**config.mk**
```make
export PLATFORM = sky130hd
export DESIGN_NAME = src_io_unit
export DESIGN_NICKNAME = d
export VERILOG_FILES = /design/src/rtl/src_io_unit.sv
export SDC_FILE = /design/constraint.sdc
export NUM_CORES = 1
export LEC_CHECK = 0
export CAP_MARGIN = 40
export CORE_MARGIN = 2
export CORE_UTILIZATION = 45
export DETAILED_ROUTE_END_ITERATION = 12
export GPL_TIMING_DRIVEN = 0
export HOLD_SLACK_MARGIN = 0.02
export PLACE_DENSITY = 0.68
export SETUP_SLACK_MARGIN = 0.3
export SLEW_MARGIN = 20
export SYNTH_ARGS = -nofsm -noshare
export SYNTH_HDL_FRONTEND = slang
export SYNTH_SLANG_ARGS = --single-unit
```
**constraint.sdc**
```tcl
create_clock -name clk -period 6.3 [get_ports clk]
set_input_delay 0.945 -clock clk [delete_from_list [all_inputs] [get_ports clk]]
set_output_delay 0.945 -clock clk [all_outputs]
set_load 0.01 [all_outputs]
```
**src/rtl/src_io_unit.sv**
```systemverilog
// src_io_unit: buffered input channels, latched output channels
// and a sticky status register on the CPU port-access bus.
module src_io_unit #(
  parameter int DATA_W   = 32,
  parameter int NUM_IN   = 2,
  parameter int NUM_OUT  = 2,
  parameter int IN_DEPTH = 4,
  parameter int SEL_W    = 3
) (
  input  logic                      clk,
  input  logic                      reset,
  input  logic [NUM_IN*DATA_W-1:0]  in_data,
  input  logic [NUM_IN-1:0]         in_valid,
  output logic [NUM_IN-1:0]         in_ready,
  input  logic [SEL_W-1:0]          cpu_sel,
  input  logic                      cpu_rd,
  input  logic                      cpu_wr,
  input  logic [DATA_W-1:0]         cpu_wdata,
  output logic [DATA_W-1:0]         cpu_rdata,
  output logic                      cpu_rvalid,
  output logic [NUM_OUT*DATA_W-1:0] out_data,
  output logic [NUM_OUT-1:0]        out_strobe
);

  localparam int PW = $clog2(IN_DEPTH);
  localparam int CW = $clog2(IN_DEPTH + 1);
  localparam logic [CW-1:0] FULL = CW'(IN_DEPTH);
  localparam logic [SEL_W-1:0] ST_SEL = '1;

  logic [DATA_W-1:0] mem [NUM_IN][IN_DEPTH];
  logic [PW-1:0]     wptr [NUM_IN];
  logic [PW-1:0]     rptr [NUM_IN];
  logic [CW-1:0]     cnt  [NUM_IN];

  logic              und_q, bad_q;
  logic              rd_only, wr_only, both;
  logic              hit_in, hit_out, hit_st;
  logic              und_ev, bad_ev, st_rd;
  logic [NUM_IN-1:0] push, pop, nempty, full;
  logic [NUM_OUT-1:0] wr_out;
  logic [DATA_W-1:0] status, rd_word;

  // Decode the CPU access, FIFO flags and next read word.
  always_comb begin
    rd_only = cpu_rd & ~cpu_wr;
    wr_only = cpu_wr & ~cpu_rd;
    both    = cpu_rd & cpu_wr;
    hit_in  = 1'b0;
    hit_out = 1'b0;
    und_ev  = 1'b0;
    push    = '0;
    pop     = '0;
    nempty  = '0;
    full    = '0;
    wr_out  = '0;
    rd_word = '0;
    status  = '0;
    for (int i = 0; i < NUM_IN; i++) begin
      nempty[i] = cnt[i] != '0;
      full[i]   = cnt[i] == FULL;
      push[i]   = in_valid[i] & ~full[i];
      if (cpu_sel == SEL_W'(i)) begin
        hit_in = 1'b1;
        if (rd_only) begin
          if (nempty[i]) begin
            pop[i]  = 1'b1;
            rd_word = mem[i][rptr[i]];
          end else begin
            und_ev = 1'b1;
          end
        end
      end
      status[i]     = nempty[i];
      status[8 + i] = full[i];
    end
    status[30] = und_q;
    status[31] = bad_q;
    for (int k = 0; k < NUM_OUT; k++) begin
      if (cpu_sel == SEL_W'(NUM_IN + k)) begin
        hit_out = 1'b1;
        if (wr_only) wr_out[k] = 1'b1;
        if (rd_only) rd_word = out_data[k*DATA_W +: DATA_W];
      end
    end
    hit_st = cpu_sel == ST_SEL;
    st_rd  = rd_only & hit_st;
    if (st_rd) rd_word = status;
    bad_ev = both
           | (wr_only & (hit_in | hit_st))
           | ((cpu_rd | cpu_wr) & ~(hit_in | hit_out | hit_st));
  end

  assign in_ready = ~full;

  // FIFO pointers and occupancy counts.
  always_ff @(posedge clk or posedge reset) begin
    if (reset) begin
      for (int i = 0; i < NUM_IN; i++) begin
        wptr[i] <= '0;
        rptr[i] <= '0;
        cnt[i]  <= '0;
      end
    end else begin
      for (int i = 0; i < NUM_IN; i++) begin
        if (push[i]) wptr[i] <= wptr[i] + PW'(1);
        if (pop[i])  rptr[i] <= rptr[i] + PW'(1);
        cnt[i] <= cnt[i] + CW'(push[i]) - CW'(pop[i]);
      end
    end
  end

  // FIFO storage; contents are don't-care while empty.
  always_ff @(posedge clk) begin
    for (int i = 0; i < NUM_IN; i++) begin
      if (push[i]) mem[i][wptr[i]] <= in_data[i*DATA_W +: DATA_W];
    end
  end

  // Registered read port, output latches and sticky error bits.
  always_ff @(posedge clk or posedge reset) begin
    if (reset) begin
      cpu_rdata  <= '0;
      cpu_rvalid <= 1'b0;
      out_data   <= '0;
      out_strobe <= '0;
      und_q      <= 1'b0;
      bad_q      <= 1'b0;
    end else begin
      cpu_rvalid <= cpu_rd;
      cpu_rdata  <= rd_word;
      out_strobe <= wr_out;
      for (int k = 0; k < NUM_OUT; k++) begin
        if (wr_out[k]) out_data[k*DATA_W +: DATA_W] <= cpu_wdata;
      end
      und_q <= und_ev | (und_q & ~st_rd);
      bad_q <= bad_ev | (bad_q & ~st_rd);
    end
  end

endmodule

```
# Yosys cells after proc, flatten, opt, wreduce, memory -nomap -nowiden
# Memories as Yosys holds them, arrays and structs flattened.
# Cells that the tools add are included.
[totals]
n_memories = 1
input_bits = 105
regBits = 115
ram_bits = 256
out_inout_bits = 101
[mem_list]
columns = ["memory", "words", "word_bits", "rd", "rd_clocked_by_memory_dff", "write_ports", "line_no", "text"]
rows = [
  ["mem", 2, 128, 2, 0, 2, "30", "logic [DATA_W-1:0] mem [NUM_IN][IN_DEPTH];"],
]
[op_classes]
addsub = 8
muxes = 44
n_eq_ne = 6
bitwise_logic = 29
magnitude_cmp = 6
reduce_logical = 5
[ops]
columns = ["operator", "n"]
rows = [
  ["2-to-1 mux 32 bit", 17],
  ["2-to-1 mux 128 bit", 2],
  ["binary-select mux 32 bit (select 2 bit)", 2],
  ["demux 32 bit (select 2 bit)", 2],
  ["2-to-1 mux 1 bit", 21],
  [">= comparator 3 bit (second input constant)", 4],
  ["NOT 2 -> 3 bit", 4],
  ["AND 1 bit", 10],
  ["equality test 3 bit (second input constant)", 3],
  ["adder 2 x 1 -> 2 bit (second input constant)", 4],
  ["OR 1 bit", 8],
  ["adder 3 x 1 -> 3 bit", 2],
  ["equality test 3 x 2 -> 1 bit (second input constant)", 2],
  ["less-than comparator 3 x 1 -> 1 bit (second input constant)", 2],
  ["NOT 1 bit", 6],
  ["nonzero test 3 bit", 2],
  ["subtractor 3 x 1 -> 3 bit", 2],
  ["equality test 3 x 1 -> 1 bit (second input constant)", 1],
  ["logical NOT 3 bit", 1],
  ["logical AND 1 bit", 2],
  ["NOT 2 bit", 1],
]

# Depth between registers and ports, before layout
[logic_depth]
word_depth = 15
mapped_depth = 9
mapped_depth_nobuf = 9

# Worst setup path after synthesis
# Ideal clock, no wire load.
[synth_path]
kind = "input port to flip-flop"
startpoint = "in cpu_sel[0]"
endpoint = "reg cnt[5] (netlist bit)"
arrival_time_ps = 2781
path_buffers = 1
path_slack_ps = 3396
t_required_ps = 6177
path_stages = 9
setup_time_ps = 123
cell_sequence = "buf_2 > nor4_2 > and2_1 > ha_1 > inv_1 > ha_1 > fa_1 > xor2_1 > xnor2_1"
[synth_via]
elab_chain_cells = 3
[synth_rtl]
columns = ["item", "line_no", "text"]
rows = [
  ["start: declaration", "15", "input logic [SEL_W-1:0] cpu_sel,"],
  ["logical NOT 3 bit", "62", "if (cpu_sel == SEL_W'(i)) begin"],
  ["2-to-1 mux 1 bit", "62", ""],
  ["via pop[0]", "39", "logic [NUM_IN-1:0] push, pop, nempty, full;"],
  ["subtractor 3 x 1 -> 3 bit", "107", "cnt[i] <= cnt[i] + CW'(push[i]) - CW'(pop[i]);"],
  ["end signal: indexed assignment", "107", ""],
  ["end: declaration", "33", "logic [CW-1:0] cnt [NUM_IN];"],
]
# The timed path passes the listed nets, and every way through them passes these cells.
# A chain may end at the register's enable or synchronous reset.

# Final worst setup path
[layout_path]
startpoint = "in cpu_sel[1]"
endpoint = "reg cnt[5] (netlist bit)"
# The elaborated chain is that of the path after synthesis.

==> metrics.md <==
| Metric | Value |
|---|---|
| Outcome | `finished, final reports clean` |
| Ports | `206` |
| Clock Path Buffers | `3` |
| Worst hold path class | `flop to flop` |
| Root Buffer | `clkbuf_16` |
| Final hold violations | `0` |
| CORE AREA | `between 0.03 and 0.04 mm2` |
| CP Launch Type | `primary input` |
| DRT Wirelength | `34.1 mm` |
| Pin count of the biggest net entering global routing | `79` |
| Synth top area cells | `edfxtp_1 52%, dfrtp_1 20%, mux4_2 9.8%` |
| Async SR Flop Fraction | `0.310` |
| Final nets | `1159` |
| Die height | `roughly 190 um` |
| Post-CTS setup repair buffer count | `0` |
| Number of flops mapped to enable cells by yosys | `~260` |
| Antenna Violating Nets Remaining | `0` |
| Avg Inst Size Synth | `approximately 19 um2` |
| Synth cell types | `38` |
| Vias in the first global route | `between 8000 and 9000` |
| RSZ-0062 raised after global routing | `false` |
| Max_cap viols | `0` |
| I/O Buffers | `between 200 and 250` |
| Synth Instances | `approximately 790` |
| Top-count cell post-synth | `edfxtp_1` |
| Final Total Pwr | `roughly 7500 uW` |
| Peak supply drop | `184 uV` |
| Synth Flop Type | `edfxtp_1` |
| Clock Pin Slew Worst Setup and Hold Paths | `roughly 60 ps` |
| # setup viols final | `0` |
| Dpl hpwl | `approximately 24 mm` |
| Worst Clk Skew | `16.9 ps` |
| Global Route Usage Sum | `0.203` |
| TritonCTS clock tree | `yes` |
| Max-slew violations | `0` |
| DR vias | `just over 8000` |
| DRT Pass-1 Iters | `5` |
| Number of remaining DRC errors | `0` |
| Hold-fix buffers at CTS | `0` |
| Area Overhead vs Synth | `27.6%` |
| Share of layout cells above drive strength 1 | `0.212` |
| Flops & latches, synth | `between 300 and 400` |
| CP Max Fanout | `7` |
| Yosys warnings | `0` |
| Worst Tran Pin Value | `between 700 and 800 ps` |
| Initial antenna violation count | `6` |
| Yosys top cell by area | `edfxtp_1` |
| Syn Nets | `about 910` |
| Initial DRC Count | `about 730` |
| PwrDens | `roughly 400 mW/mm2` |
| DIE WIDTH | `about 190 um` |
| Clk sinks | `between 300 and 400` |
| Crit end category | `flop` |
| FP Rows | `66` |
| Setup TNS Final | `0 ps` |
| Relative slew slack | `0.464` |
| Crit share post-route | `0.496` |
| WP data arrival | `~3500 ps` |
| Area share of the largest cell type after synthesis | `0.521` |
| Worst-Skew Late Latency | `530 ps` |
| Gpl congestion | `between 0.7 and 0.8` |
| Finished Layout Cells | `between 1500 and 2000` |
| CTS Buf Count | `39` |
| Resized cells post-CTS | `0` |
| Number of fill cells in the layout | `roughly 2500` |
| Cell Area, Synth | `around 0.015 mm2` |
| Max Clk Rate | `~0.32 GHz` |
| Tmin final | `roughly 3100 ps` |
| Worst path required time | `approximately 6700 ps` |
| Total congestion overflow | `0` |
| Crit Path Class | `primary input to flop` |
| P_leak | `0.00673 uW` |
| Global-route wire length before repair | `51.6 mm` |
| Cells after DPL | `around 1400` |
| H-tree depth | `2` |
| Seq/Total Area, Yosys | `0.717` |
| Vias per cell | `between 5 and 6` |
| DR WL/cell | `around 22 um` |
| Commonest cells in the netlist | `256 x edfxtp_1, 115 x dfrtp_1, 64 x mux4_2, 57 x a211oi_1, 37 x mux2_2` |
| Initial Util | `0.455` |
| Die ar. | `0.0342 mm2` |
[metrics by stage]
stage	util	instance area [um2]	worst slack, ps	hold WS [ps]
finish	0.581	18800	3170	504
floorplan	-	14700	2310	462
global route	0.581	18800	3020	527
detailed placement	0.542	17500	2590	491
CTS	0.581	18800	3130	506
global placement	0.535	17300	445	476
[flip-flops by register name, summed over array words and instances (netlist names)]
| register | cells |
|---|---|
| rptr | 4 |
| cnt | 6 |
| out_data | 64 |
| bad_q | 1 |
| cpu_rvalid | 1 |
| cpu_rdata | 32 |
| mem | 256 |
| und_q | 1 |
| out_strobe | 2 |
| wptr | 4 |
[final cells by class]
class | count | area [um2] | share of cell area
antenna | 5 | 12.5 | 0.000665
buffer | 54 | 258 | 0.0137
clock buffer | 48 | 1030 | 0.0548
clock inverter | 23 | 225 | 0.0120
inverter | 14 | 57.6 | 0.00306
multi-input combinational | 348 | 3880 | 0.206
sequential | 371 | 10600 | 0.562
tap | 442 | 553 | 0.0294
timing repair buffer | 212 | 2230 | 0.119
[critical path, stage by stage]
cell and delay, ps:
clkdlybuf4s50_1 530, nor4_2 730, and2_1 270, ha_1 130, inv_1 40, ha_1 180
fa_1 410, xor2_1 160, xnor2_1 120
[worst paths after layout]
| check | startpoint | end | slack, ps | cells after the start |
|---|---|---|---|---|
| min reg2reg | cnt[5] | cnt[5] | 500 | 1 |
| max reg2reg | cnt[5] | cnt[5] | 3640 | 9 |
| min in group asynchronous | reset | out_data[33] | 800 | 2 |
| max | cpu_sel[1] | cnt[5] | 3170 | 9 |
| max in group asynchronous | reset | cpu_rdata[14] | 4790 | 3 |
| min | cnt[5] | cnt[5] | 500 | 1 |
[cell families (layout without fill, tap and decap cells)]
group	after synthesis	in the layout	synth area share
flip-flops	371	371	0.717
multiplexers	131	131	0.156
AO/OA/AOI/OAI	119	119	0.0570
AND/OR/NAND/NOR	74	74	0.0303
buffers and inverters	68	351	0.0210
adder cells (fa/ha/maj)	14	14	0.0129
XOR/XNOR	10	10	0.00594
other	0	5	0
[placed cells by master (no fill, tap or decap), drive strengths merged, types with 6 or more instances in the layout]
master / netlist / final
clkbuf: 35 / 83
buf: 19 / 28
nor2: 10 / 10
edfxtp: 256 / 256
mux4: 64 / 64
ha: 12 / 12
inv: 14 / 15
mux2: 66 / 66
nor2b: 29 / 29
dfrtp: 115 / 115
and3: 9 / 9
a211oi: 57 / 57
nand2: 11 / 11
a22oi: 32 / 32
clkinv: 0 / 16
o21ai: 18 / 18
clkdlybuf4s50: 0 / 203
xnor2: 6 / 6
[power by group]
group	switching [uW]	internal, uW	total [uW]
Combinational	950	979	1930
Sequential	194	3140	3330
Clock	930	1330	2260
[per-layer routing]
metal	vias to the layer above	wire (um)	track usage
li1	3631	-	-
met4	4	572	0.0511
met5	-	27	0
met1	4191	15200	0.290
met2	270	15700	0.312
met3	43	2550	0.0539
Power figures use the tool's default switching activity.
